### src/rtl/pixel_gen_pkg.sv
// Shared constants and helpers for the test-pattern video source and its
// AXI-Lite register file.
package pixel_gen_pkg;

    localparam int REG_BLUE  = 0;
    localparam int REG_MODE  = 1;
    localparam int REG_FRAME = 7;

    localparam logic [1:0] RESP_OKAY = 2'b00;
    localparam logic [7:0] GRID_BLUE = 8'hFF;

    // Grid lines fall on every 32nd column and row when grid mode is enabled.
    function automatic logic [7:0] blue_of(
        input logic [4:0] x_lo,
        input logic [4:0] y_lo,
        input logic       grid_en,
        input logic [7:0] base
    );
        return (grid_en && (x_lo == 5'd0 || y_lo == 5'd0)) ? GRID_BLUE : base;
    endfunction

endpackage

### src/rtl/axi_lite_regs.sv
// AXI4-Lite slave with a small register file; the top entry of the map is a
// read-only frame counter advanced by a pulse from the pixel generator.
module axi_lite_regs
    import pixel_gen_pkg::*;
#(
    parameter int REG_FILE_SIZE = 8
) (
    input  logic        clk,
    input  logic        rst_n,
    input  logic [7:0]  i_awaddr,
    input  logic        i_awvalid,
    output logic        o_awready,
    input  logic [31:0] i_wdata,
    input  logic        i_wvalid,
    output logic        o_wready,
    output logic [1:0]  o_bresp,
    output logic        o_bvalid,
    input  logic        i_bready,
    input  logic [7:0]  i_araddr,
    input  logic        i_arvalid,
    output logic        o_arready,
    output logic [31:0] o_rdata,
    output logic [1:0]  o_rresp,
    output logic        o_rvalid,
    input  logic        i_rready,
    input  logic        i_frame_inc,
    output logic [7:0]  o_blue,
    output logic        o_grid_en
);

    localparam int IW = $clog2(REG_FILE_SIZE);

    logic          r_aw_w_ready;
    logic          r_bvalid;
    logic          r_arready;
    logic          r_rvalid;
    logic [31:0]   r_rdata;
    logic          w_wr_en;
    logic          w_rd_en;
    logic [IW-1:0] w_wr_idx;
    logic [IW-1:0] w_rd_idx;
    logic [31:0]   w_regs [REG_FILE_SIZE];
    logic          w_unused_addr;

    // Only the word index bits select a register; the rest alias.
    assign w_wr_idx      = i_awaddr[2 +: IW];
    assign w_rd_idx      = i_araddr[2 +: IW];
    assign w_unused_addr = ^{i_awaddr, i_araddr};

    assign w_wr_en = r_aw_w_ready & i_awvalid & i_wvalid;
    assign w_rd_en = r_arready & i_arvalid;

    genvar gi;
    generate
        for (gi = 0; gi < REG_FILE_SIZE; gi++) begin : g_reg
            logic [31:0] r_val;
            if (gi == REG_FRAME) begin : g_frame
                always_ff @(posedge clk or negedge rst_n) begin
                    if (!rst_n) begin
                        r_val <= '0;
                    end else if (i_frame_inc) begin
                        r_val <= r_val + 32'd1;
                    end
                end
            end else begin : g_rw
                always_ff @(posedge clk or negedge rst_n) begin
                    if (!rst_n) begin
                        r_val <= '0;
                    end else if (w_wr_en && w_wr_idx == IW'(gi)) begin
                        r_val <= i_wdata;
                    end
                end
            end
            assign w_regs[gi] = r_val;
        end
    endgenerate

    // Ready is a one-cycle pulse; the !ready term stops a second accept
    // before bvalid/rvalid has had a chance to rise.
    always_ff @(posedge clk or negedge rst_n) begin
        if (!rst_n) begin
            r_aw_w_ready <= 1'b0;
            r_bvalid     <= 1'b0;
            r_arready    <= 1'b0;
            r_rvalid     <= 1'b0;
            r_rdata      <= '0;
        end else begin
            r_aw_w_ready <= i_awvalid & i_wvalid & ~r_bvalid & ~r_aw_w_ready;
            if (w_wr_en) begin
                r_bvalid <= 1'b1;
            end else if (i_bready) begin
                r_bvalid <= 1'b0;
            end

            r_arready <= i_arvalid & ~r_rvalid & ~r_arready;
            if (w_rd_en) begin
                r_rvalid <= 1'b1;
                r_rdata  <= w_regs[w_rd_idx];
            end else if (i_rready) begin
                r_rvalid <= 1'b0;
            end
        end
    end

    assign o_awready = r_aw_w_ready;
    assign o_wready  = r_aw_w_ready;
    assign o_bvalid  = r_bvalid;
    assign o_bresp   = RESP_OKAY;
    assign o_arready = r_arready;
    assign o_rvalid  = r_rvalid;
    assign o_rdata   = r_rdata;
    assign o_rresp   = RESP_OKAY;
    assign o_blue    = w_regs[REG_BLUE][7:0];
    assign o_grid_en = w_regs[REG_MODE][0];

endmodule

### src/rtl/pixel_generator.sv
// Raster-order test-pattern source on AXI4-Stream, one pixel per beat, with
// the pattern configured through an AXI-Lite register file.
module pixel_generator
    import pixel_gen_pkg::*;
#(
    parameter int X_SIZE        = 640,
    parameter int Y_SIZE        = 480,
    parameter int REG_FILE_SIZE = 8
) (
    input  logic        out_stream_aclk,
    input  logic        s_axi_lite_aclk,
    input  logic        axi_resetn,
    input  logic        periph_resetn,
    output logic [31:0] out_stream_tdata,
    output logic [3:0]  out_stream_tkeep,
    output logic        out_stream_tlast,
    input  logic        out_stream_tready,
    output logic        out_stream_tvalid,
    output logic        out_stream_tuser,
    input  logic [7:0]  s_axi_lite_awaddr,
    input  logic        s_axi_lite_awvalid,
    output logic        s_axi_lite_awready,
    input  logic [31:0] s_axi_lite_wdata,
    input  logic        s_axi_lite_wvalid,
    output logic        s_axi_lite_wready,
    output logic [1:0]  s_axi_lite_bresp,
    output logic        s_axi_lite_bvalid,
    input  logic        s_axi_lite_bready,
    input  logic [7:0]  s_axi_lite_araddr,
    input  logic        s_axi_lite_arvalid,
    output logic        s_axi_lite_arready,
    output logic [31:0] s_axi_lite_rdata,
    output logic [1:0]  s_axi_lite_rresp,
    output logic        s_axi_lite_rvalid,
    input  logic        s_axi_lite_rready
);

    localparam int XW = $clog2(X_SIZE);
    localparam int YW = $clog2(Y_SIZE);
    localparam logic [XW-1:0] X_LAST = XW'(X_SIZE - 1);
    localparam logic [YW-1:0] Y_LAST = YW'(Y_SIZE - 1);

    logic [XW-1:0] r_x;
    logic [YW-1:0] r_y;
    logic          r_tvalid;
    logic          r_tuser;
    logic          r_tlast;
    logic [31:0]   r_tdata;
    logic [XW-1:0] w_x_nxt;
    logic [YW-1:0] w_y_nxt;
    logic          w_adv;
    logic          w_x_last;
    logic          w_y_last;
    logic          w_frame_inc;
    logic [7:0]    w_blue_base;
    logic          w_grid_en;
    logic [7:0]    w_blue;
    logic          w_unused;

    // The AXI-Lite clock is the same net as the stream clock.
    assign w_unused = s_axi_lite_aclk;

    assign w_adv       = r_tvalid & out_stream_tready;
    assign w_x_last    = (r_x == X_LAST);
    assign w_y_last    = (r_y == Y_LAST);
    assign w_frame_inc = w_adv & w_x_last & w_y_last;

    always_comb begin
        w_x_nxt = r_x;
        w_y_nxt = r_y;
        if (w_adv) begin
            if (w_x_last) begin
                w_x_nxt = '0;
                w_y_nxt = w_y_last ? '0 : r_y + YW'(1);
            end else begin
                w_x_nxt = r_x + XW'(1);
            end
        end
    end

    assign w_blue = blue_of(5'(w_x_nxt), 5'(w_y_nxt), w_grid_en, w_blue_base);

    // The beat register is loaded with the pixel at the next position, so it
    // always describes the current (x,y); it is frozen while the sink stalls.
    always_ff @(posedge out_stream_aclk or negedge periph_resetn) begin
        if (!periph_resetn) begin
            r_x      <= '0;
            r_y      <= '0;
            r_tvalid <= 1'b0;
            r_tuser  <= 1'b0;
            r_tlast  <= 1'b0;
            r_tdata  <= '0;
        end else begin
            r_tvalid <= 1'b1;
            if (w_adv || !r_tvalid) begin
                r_x     <= w_x_nxt;
                r_y     <= w_y_nxt;
                r_tdata <= {8'h00, 8'(w_x_nxt), 8'(w_y_nxt), w_blue};
                r_tuser <= (w_x_nxt == '0) && (w_y_nxt == '0);
                r_tlast <= (w_x_nxt == X_LAST);
            end
        end
    end

    assign out_stream_tdata  = r_tdata;
    assign out_stream_tkeep  = 4'hF;
    assign out_stream_tlast  = r_tlast;
    assign out_stream_tvalid = r_tvalid;
    assign out_stream_tuser  = r_tuser;

    axi_lite_regs #(
        .REG_FILE_SIZE (REG_FILE_SIZE)
    ) u_regs (
        .clk         (out_stream_aclk),
        .rst_n       (axi_resetn),
        .i_awaddr    (s_axi_lite_awaddr),
        .i_awvalid   (s_axi_lite_awvalid),
        .o_awready   (s_axi_lite_awready),
        .i_wdata     (s_axi_lite_wdata),
        .i_wvalid    (s_axi_lite_wvalid),
        .o_wready    (s_axi_lite_wready),
        .o_bresp     (s_axi_lite_bresp),
        .o_bvalid    (s_axi_lite_bvalid),
        .i_bready    (s_axi_lite_bready),
        .i_araddr    (s_axi_lite_araddr),
        .i_arvalid   (s_axi_lite_arvalid),
        .o_arready   (s_axi_lite_arready),
        .o_rdata     (s_axi_lite_rdata),
        .o_rresp     (s_axi_lite_rresp),
        .o_rvalid    (s_axi_lite_rvalid),
        .i_rready    (s_axi_lite_rready),
        .i_frame_inc (w_frame_inc),
        .o_blue      (w_blue_base),
        .o_grid_en   (w_grid_en)
    );

endmodule

### config.mk
export PLATFORM = sky130hd
export DESIGN_NAME = pixel_generator
export DESIGN_NICKNAME = d
export VERILOG_FILES = /design/src/rtl/pixel_gen_pkg.sv /design/src/rtl/axi_lite_regs.sv /design/src/rtl/pixel_generator.sv
export SDC_FILE = /design/constraint.sdc
export NUM_CORES = 1
export LEC_CHECK = 0
export CAP_MARGIN = 10
export CORE_MARGIN = 2
export CORE_UTILIZATION = 55
export CTS_CLUSTER_DIAMETER = 120
export CTS_CLUSTER_SIZE = 30
export DETAILED_ROUTE_END_ITERATION = 7
export PLACE_DENSITY = 0.87
export SLEW_MARGIN = 20
export SYNTH_ARGS = -nofsm -noshare
export SYNTH_HDL_FRONTEND = slang
export SYNTH_HIERARCHICAL = 1
export SYNTH_SLANG_ARGS = --single-unit
export TNS_END_PERCENT = 10
### constraint.sdc
create_clock -name out_stream_aclk -period 4 [get_ports out_stream_aclk]
set_clock_uncertainty 0.05 [all_clocks]
set_input_delay 0.4 -clock out_stream_aclk [delete_from_list [all_inputs] [get_ports out_stream_aclk]]
set_output_delay 0.4 -clock out_stream_aclk [all_outputs]
set_load 0.005 [all_outputs]
==> results.cfg <==
[status]
status = finished, final reports clean

[placement]
gp_congestion = 0.825
place_worst_setup_slack_ns = 0.828
io_buffers = 110
placed_cells = 1441
hpwl_mm = 19.3

[clock_tree]
cts_buffer_depth = 3
cts_setup_buffers = 0
clock-sinks = 322
clock_tree.root_cell = clkbuf_16
clk_latency_ns = 0.49
cts_tree = done
clk_pin_slew_worst_paths_ns = 0.11
numCtsBuffers = 14
h-tree-depth = 1

[routing]
wirelength_mm = 29.6
first_pass_iters = 4
drtIter0Drc = 583
drc_errors = 0
drtAntennaViolNets = 0
drt-wirelength-per-cell_um = 20.3
dr_total_vias = 8616
routed_via_density = 5.91

[global_routing]
overflow = 0
grt_pass1_wl_mm = 48.8
grt_max_degree = 113
grt_pass1_vias = 9185
antenna_found_initial = 0
grt_usage = 0.215

[sta]
fin_crit_sh = 0.805
fmax_mhz = 311
worst_pin_slew_ns = 0.896
fin_crit_ns = 3.22
fin_ws_ns = 0.782
rsz0062_at_grt = false
hold_viol_final = 0
timing.slew.headroom = 0.402
whs_ns = 0.215
slew_viol_final = 0
tns_ns = 0
setup_violations = 0

[synth]
ys_seq_area_frac = 0.543
synthCells = 1055
ys_types = 57
synth_top_area_frac = 0.543
yosys.area.top_type = dfrtp_1
synth_edf_count = 0
yosys_most_used_dff = dfrtp_1
synth_warnings = 6
avgSynthCellArea_sq_um = 14.1
async_flop_share = 1.00
netlist_area_sq_um = 14800
ys_seq_elements = 322
ys_top_cells_by_area = dfrtp_1 (54%), mux2_2 (17%), mux4_2 (9.7%)

[worst_setup_path]
r2r_start = r_y[0]
r2r_slack_ns = 0.78
end_kind = flop
crit_required_ns = 4.35
criticalPathCategory = flop to flop
cp_max_fo = 7
start_kind = flop
rr_worst_depth = 9
critPathArrivalTime_ns = 3.57
timing.rr.end = u_regs/g_reg[7].r_val[25]

[floorplan]
die_h_um = 168
die_x_um = 168
initial_core_util = 0.555
core_area_sq_um = 26700
rows = 60
die-area_sq_um = 28300
io_pins = 138

[cells_and_area]
nNetsFinal = 1178
final_core_util = 0.615
antenna_cells = 0
final_cells = 1458
area_delta_synth_final_pct = 10.7
layout_commonest_cell = dfrtp_1
final_cell_mix = dfrtp_1 (322), mux2_2 (224), clkdlybuf4s50_1 (106), nor2_1 (65), mux4_2 (64)
drive_gt1_frac = 0.311

[power]
ir_drop_mv = 0.272
p_per_area_nw_per_um2 = 412
p_leak_nw = 7.63

[worst_hold_path]
hold_class = primary input to async pin

[job]
drv_cap = 0
per-layer routing:
metal  up-vias  part of all wire  GRT usage
met2       213              0.49      0.359
met1      4502              0.45      0.311
li1       3877                 -          -
met5         -                 0          0
met3        24             0.046     0.0261
met4         0             0.012     0.0360
state kept, by name (all words and copies together) (netlist names):
signal and count:
u_regs/o_awready 1, u_regs/o_rdata 32, r_x 10, out_stream_tvalid 1, out_stream_tuser 1, u_regs/o_bvalid 1
u_regs/g.r_val 256, u_regs/o_arready 1, out_stream_tlast 1, r_y 9, u_regs/o_rvalid 1, out_stream_tdata 8
cells in the mapped netlist (4+ instances only):
master and number:
xor2_1 21, xnor2_1 19, and4_1 8, and2_1 4
and3_1 4, mux4_2 64, inv_1 18, a21oi_1 33
nand3_1 11, nor3_1 14, o22ai_1 8, buf_1 11
clkbuf_1 17, o21ai_0 4, nor4_2 4, buf_2 24
nand2_1 28, mux2i_1 36, dfrtp_1 322, mux2_2 224
nor2_1 67, buf_4 42, nand4_1 13, nand2b_1 5
final cells by class:
cell class / count / area [sq um]
sequential: 322 / 8060
tap: 341 / 427
clock inverter: 1 / 8.76
inverter: 18 / 67.6
fill: 2042 / 10300
multi-input combinational: 631 / 6200
timing repair buffer: 130 / 1280
clock buffer: 15 / 375
metrics by stage:
stage                     total power [mW]  cell area [sq um]
final                                 6.77              16400
after global routing                  7.11              16400
after CTS                             6.85              16400
after detailed placement              5.21              16000
after global placement                5.13              16000
after floorplan                       4.65              14900
cells by family (layout without fill, tap and decap cells):
kind of cell             count (synthesis)  in the layout  share of synthesized area
buffers and inverters                  116            164                     0.0446
flip-flops                             322            322                      0.543
adder cells (fa/ha/maj)                  3              3                    0.00253
other                                    3             17                   0.000759
AND/OR/NAND/NOR                        181            181                     0.0651
XOR/XNOR                                40             40                     0.0236
multiplexers                           328            328                      0.295
AO/OA/AOI/OAI                           62             62                     0.0257
worst max-delay path: stages, from the launching register on:
cell	delay (ns)
dfrtp_1	0.48
ha_1	0.24
nand4_1	0.10
or4_1	0.53
nor2_1	0.16
buf_4	0.19
nand4_2	0.17
or4_1	0.70
nor3_1	0.28
xor2_1	0.24
what timing repair did:
action	4_1_cts	5_1_grt
hold endpoints to repair	109	0
hold buffers	1	0
gates resized for setup	0	0
report_power, final:
group          internal [mW]  leakage [nW]  switching, mW
logic                  0.745          3.18          0.487
clock network          0.684         0.189          0.954
registers               3.66          4.26          0.243
total                   5.08          7.63           1.68
worst max path at each step:
stage	cells after the start	slack, ns	endpoint	startpoint
after detailed placement	9	0.83	u_regs/g_reg[7].r_val[25]	out_stream_tready
after CTS	9	0.76	u_regs/g_reg[7].r_val[25]	r_y[0]
after floorplan	9	1.10	u_regs/g_reg[7].r_val[22]	r_y[0]
final	9	0.78	u_regs/g_reg[7].r_val[25]	r_y[0]
after global routing	9	0.61	u_regs/g_reg[7].r_val[25]	r_y[0]
after global placement	9	0.91	u_regs/g_reg[7].r_val[31]	out_stream_tready
No activity file was read; power rests on OpenSTA's default activity.
